File: config.mk
export PLATFORM = sky130hd
export DESIGN_NAME = mux_rr_arb
export DESIGN_NICKNAME = d
export VERILOG_FILES = /design/src/rtl/mux_rr_arb.sv
export SDC_FILE = /design/constraint.sdc
export NUM_CORES = 1
export LEC_CHECK = 0
export BUFFER_PORTS_ARGS = -buffer_cell sky130_fd_sc_hd__buf_2
export CORE_MARGIN = 5
export CORE_UTILIZATION = 52
export DETAILED_ROUTE_END_ITERATION = 7
export MAX_ROUTING_LAYER = met4
export PLACE_DENSITY = 0.87
export SETUP_SLACK_MARGIN = 0.5
export SLEW_MARGIN = 20
export SYNTH_ARGS = -nofsm -noshare
export SYNTH_HDL_FRONTEND = slang
export SYNTH_SLANG_ARGS = --single-unit
File: constraint.sdc
create_clock -name clk -period 9.1 [get_ports clk]
set_input_delay 1.82 -clock clk [delete_from_list [all_inputs] [get_ports clk]]
set_output_delay 1.82 -clock clk [all_outputs]
set_load 0.03 [all_outputs]
File: src/rtl/mux_rr_arb.sv
// mux_rr_arb: N-channel input multiplexer with a registered single-word output.
// The input channel comes either from a fixed index or from round-robin
// arbitration.
//
// Ports
//   clk        clock; all state updates on the rising edge
//   rst        synchronous active-high reset
//   mode       0 = fixed select by sel, 1 = round-robin arbitration
//   sel        channel index used when mode = 0
//   in_valid   per-channel data valid (N bits)
//   in_data    channel i in bits [i*W +: W]
//   in_ready   one-hot accept strobe on the granted channel (combinational)
//   out_valid  the output register holds a word
//   out_data   the registered selected word
//   out_ch     index of the channel that supplied out_data
//   out_ready  downstream accept
//
// Handshake: a channel transfers on a cycle where in_valid[i] && in_ready[i].
// The output transfers when out_valid && out_ready. in_ready is raised only
// when the output register is empty or is being drained in the same cycle
// (load_en). This lets a new word follow a drained one with no bubble.
// Inputs need not hold valid. A valid that is dropped before it is granted
// leaves no trace.
module mux_rr_arb #(
  parameter int N = 8,
  parameter int W = 8,
  localparam int S = $clog2(N)
) (
  input  logic           clk,
  input  logic           rst,
  input  logic           mode,
  input  logic [S-1:0]   sel,
  input  logic [N-1:0]   in_valid,
  input  logic [N*W-1:0] in_data,
  output logic [N-1:0]   in_ready,
  output logic           out_valid,
  output logic [W-1:0]   out_data,
  output logic [S-1:0]   out_ch,
  input  logic           out_ready
);

  logic         out_valid_q, out_valid_d;
  logic [W-1:0] out_data_q, out_data_d;
  logic [S-1:0] out_ch_q, out_ch_d;
  logic [S-1:0] ptr_q, ptr_d;

  logic         load_en;
  logic         grant;
  logic [S-1:0] grant_ch;
  int           rr_idx;

  // Grant selection. Reset suppresses all accepts, so upstream never sees
  // a word taken that the reset would then discard.
  always_comb begin
    load_en  = !out_valid_q || out_ready;
    grant    = 1'b0;
    grant_ch = '0;
    rr_idx   = 0;
    if (!rst && load_en) begin
      if (!mode) begin
        // An out-of-range sel matches no channel, so there is no grant.
        for (int i = 0; i < N; i++) begin
          if (S'(i) == sel && in_valid[i]) begin
            grant    = 1'b1;
            grant_ch = S'(i);
          end
        end
      end else begin
        // Walk from the farthest offset to the nearest, so the channel
        // nearest to ptr is the last one written and wins.
        for (int k = N - 1; k >= 0; k--) begin
          rr_idx = int'(ptr_q) + k;
          if (rr_idx >= N) rr_idx = rr_idx - N;
          if (in_valid[rr_idx]) begin
            grant    = 1'b1;
            grant_ch = S'(rr_idx);
          end
        end
      end
    end
    in_ready = grant ? (N'(1) << grant_ch) : '0;
  end

  // Next-state for the output register and the round-robin pointer.
  always_comb begin
    out_valid_d = out_valid_q;
    out_data_d  = out_data_q;
    out_ch_d    = out_ch_q;
    ptr_d       = ptr_q;
    if (grant) begin
      out_valid_d = 1'b1;
      out_data_d  = in_data[grant_ch*W +: W];
      out_ch_d    = grant_ch;
      if (mode) begin
        // Explicit wrap keeps ptr below N when N is not a power of two.
        ptr_d = (int'(grant_ch) == N - 1) ? '0 : grant_ch + S'(1);
      end
    end else if (out_ready) begin
      out_valid_d = 1'b0;
    end
  end

  always_ff @(posedge clk) begin
    if (rst) begin
      out_valid_q <= 1'b0;
      out_data_q  <= '0;
      out_ch_q    <= '0;
      ptr_q       <= '0;
    end else begin
      out_valid_q <= out_valid_d;
      out_data_q  <= out_data_d;
      out_ch_q    <= out_ch_d;
      ptr_q       <= ptr_d;
    end
  end

  assign out_valid = out_valid_q;
  assign out_data  = out_data_q;
  assign out_ch    = out_ch_q;

endmodule

==> impl_metrics.toml <==
[clocking]
holdBufCountCts = 0
cts.sinks = 15
tritoncts = "yes"
cts_max_level = 1
insertion_delay_ns = 0.25
clk_pin_slew_ns = 0.06
postCtsSetupRepairBufs = 0
numCtsBuffers = 3
cts_resized = 0
clockRootBuffer = "clkbuf_8"
clk_path_buf_depth = 2

[timing]
drv_slew = 0
setup-violations-final = 0
rsz0062_at_grt = "no"
worst_slew_pin_slew_ns = 0.7530
skew_ns = 0.004831
finalSetupTns_ns = 0
fin_crit_ns = 6.622
max_freq_mhz = 151.0
finalHoldViolations = 0
fin_crit_sh = 0.7276
slew_headroom = 0.4973

[final_layout]
drive_gt1_frac = 0.4324
area_delta_synth_final_pct = 22.73
nNetsFinal = 421
final_common_cell = "buf_2"
diodes = 0
layout_common_cells = "buf_2 (98), nand2_1 (27), mux2i_1 (26), mux2_2 (20), nor2_1 (20)"

[status]
run_status = "completed"

[logic_synthesis]
syn_inst = 245
synth_top_flop_cell = "dfxtp_1"
syn_area_per_cell_um2 = 9.009
async_reset_ff_frac = 0
synth.top_cell.area_share = 0.1361
syn_area_um2 = 2207
syn_nets = 332
yosysWarningCount = 0
synth_seq_cells = 15
yosys.area.top_type = "dfxtp_1"
synthTopCellsByArea = "dfxtp_1 (14%), mux2i_1 (12%), mux2_2 (10%)"
ys_seq_area_frac = 0.1361
ys_types = 51
synth_edf_count = 0

[global_route]
use_met1 = 0.2875
grt_usage = 0.2246
grt_pass1_wl_um = 9756
overflow = 0
grt_pass1_vias = 2136
grt_start_max_net_pins = 38
antenna_found_initial = 0
grtUsageMet2 = 0.3791
grt.busiest_layer = "met2"
grt.met3_usage = 0.02670

[power]
p_leak_nw = 1.377
power_frac_comb = 0.571
pwr-share-clk = 0.169
p_sw_w = 0.0001310
cellInternalPower_w = 0.0001854
irDropWorstVdd_uv = 104.7
p_sw_frac = 0.4140
p_per_area_nw_per_um2 = 116.8
power_frac_seq = 0.260
total_power_w = 0.0003164

[critical_path]
r2r_start = "ptr_q[0]"
cp.required_ns = 7.28
cp-start-kind = "input pin"
critPathCaptureType = "primary output"
startpoint = "in_valid[2]"
crit_chain = "buf_2 -> mux4_2 -> nor4_1 -> or2_2 -> o21ai_1 -> o21ai_4 -> inv_1 -> ha_1 -> ha_1 -> and2_1 -> buf_2"
critPathKind = "input pin to primary output"
crit_arrival_ns = 4.80
critical_path.max_stage_delay_ns = 0.62
slowest_stage = "o21ai_4"
crit_fanout = 18

[detailed_routing]
post_drt_via_cell_ratio = 6.068
firstDrtPassIters = 4
totalWireLength_um = 6614
route.detailed.drc = 0
antenna_left = 0
drtIter0Drc = 109
routedWlPerCell_um = 17.27
vias = 2324

[floorplanning]
dieArea_um2 = 5648
num_io_pins = 99
row_count = 23
coreArea_um2 = 4058
die_y_um = 75.15
fp.dieW_um = 75.15
start_util = 0.5439

[flow_run]
maxCapViolCount = 0

[hold_path]
hp-start = "out_ch[2]"
hold_path.class = "register to register"

[place]
gp_congestion = 0.8916
numPortBuffers = 98
hpwl_um = 5205
## through the flow
| step | worst slack (ns) | cells | area [um2] | utilization | hold slack (ns) |
|---|---|---|---|---|---|
| after detailed placement | 2.136 | 378 | 2636 | 0.6497 | 0.4413 |
| final | 2.478 | 383 | 2709 | 0.6676 | 0.4556 |
| after global placement | 2.221 | 378 | 2636 | 0.6497 | 0.4371 |
| after global routing | 2.261 | 383 | 2709 | 0.6676 | 0.4806 |
| after floorplan | 2.825 | 245 | 2207 | - | 0.5847 |
| after CTS | 2.115 | 382 | 2681 | 0.6608 | 0.4524 |
## power by group through the flow
stage / clock (W) / sequential [W] / combinational, W
after floorplan: 0 / 0.0000963 / 0.000118
after global placement: 0 / 0.0000829 / 0.000172
after detailed placement: 0 / 0.0000834 / 0.000176
after CTS: 0.0000543 / 0.0000820 / 0.000177
after global routing: 0.0000570 / 0.0000838 / 0.000194
final: 0.0000534 / 0.0000822 / 0.000181
## registers in the layout, summed over array words and instances, names as in the netlist
name / flops
out_data: 8
out_ch: 3
ptr_q: 3
out_valid: 1
## final cells by class
cell class	count	area, um2
inverter	12	45.04
sequential	15	300.3
tap	50	62.56
timing repair buffer	99	518.0
fill	332	1349
multi-input combinational	203	1738
clock buffer	4	45.04
## path summary, 6_finish.rpt
check | to | slack (ns) | depth (start not counted)
setup / recovery | in_ready[7] | 2.48 | 11
hold / removal | out_ch[2] | 0.46 | 2
setup reg to reg | out_data[5] | 4.46 | 11
hold reg to reg | out_ch[2] | 0.46 | 2
## cell families after synthesis
logic type,share of synthesized area
XOR/XNOR,0.007938
AO/OA/AOI/OAI,0.2279
buffers and inverters,0.07653
multiplexers,0.3560
AND/OR/NAND/NOR,0.1502
flip-flops,0.1361
adder cells (fa/ha/maj),0.04535
## metal layers
layer  up-vias  wire length [um]
met2       101              3440
met5         -                 0
li1       1112                 -
met4         0                89
met1      1099              2604
met3        12               479
## Yosys cell counts (all sizes together) (2+ instances only)
cell,n
and3,4
a22o,10
a21oi,7
mux2i,26
mux2,21
dfxtp,15
ha,8
and2,3
a211oi,3
nand2,27
inv,11
nand2b,5
mux4,12
o21ai,10
or2,2
nor2b,3
a31oi,2
a22oi,2
nor2,20
o22ai,9
o31ai,8
clkbuf,5
nor3,4
buf,10
## worst max-delay path: cells and delay by family
kind / cells / cell delay, ns
adder cells (fa/ha/maj): 2 / 0.42
multiplexers: 1 / 0.54
buffers and inverters: 3 / 0.46
AO/OA/AOI/OAI: 2 / 0.71
AND/OR/NAND/NOR: 3 / 0.85
Power figures use the tool's default switching activity.
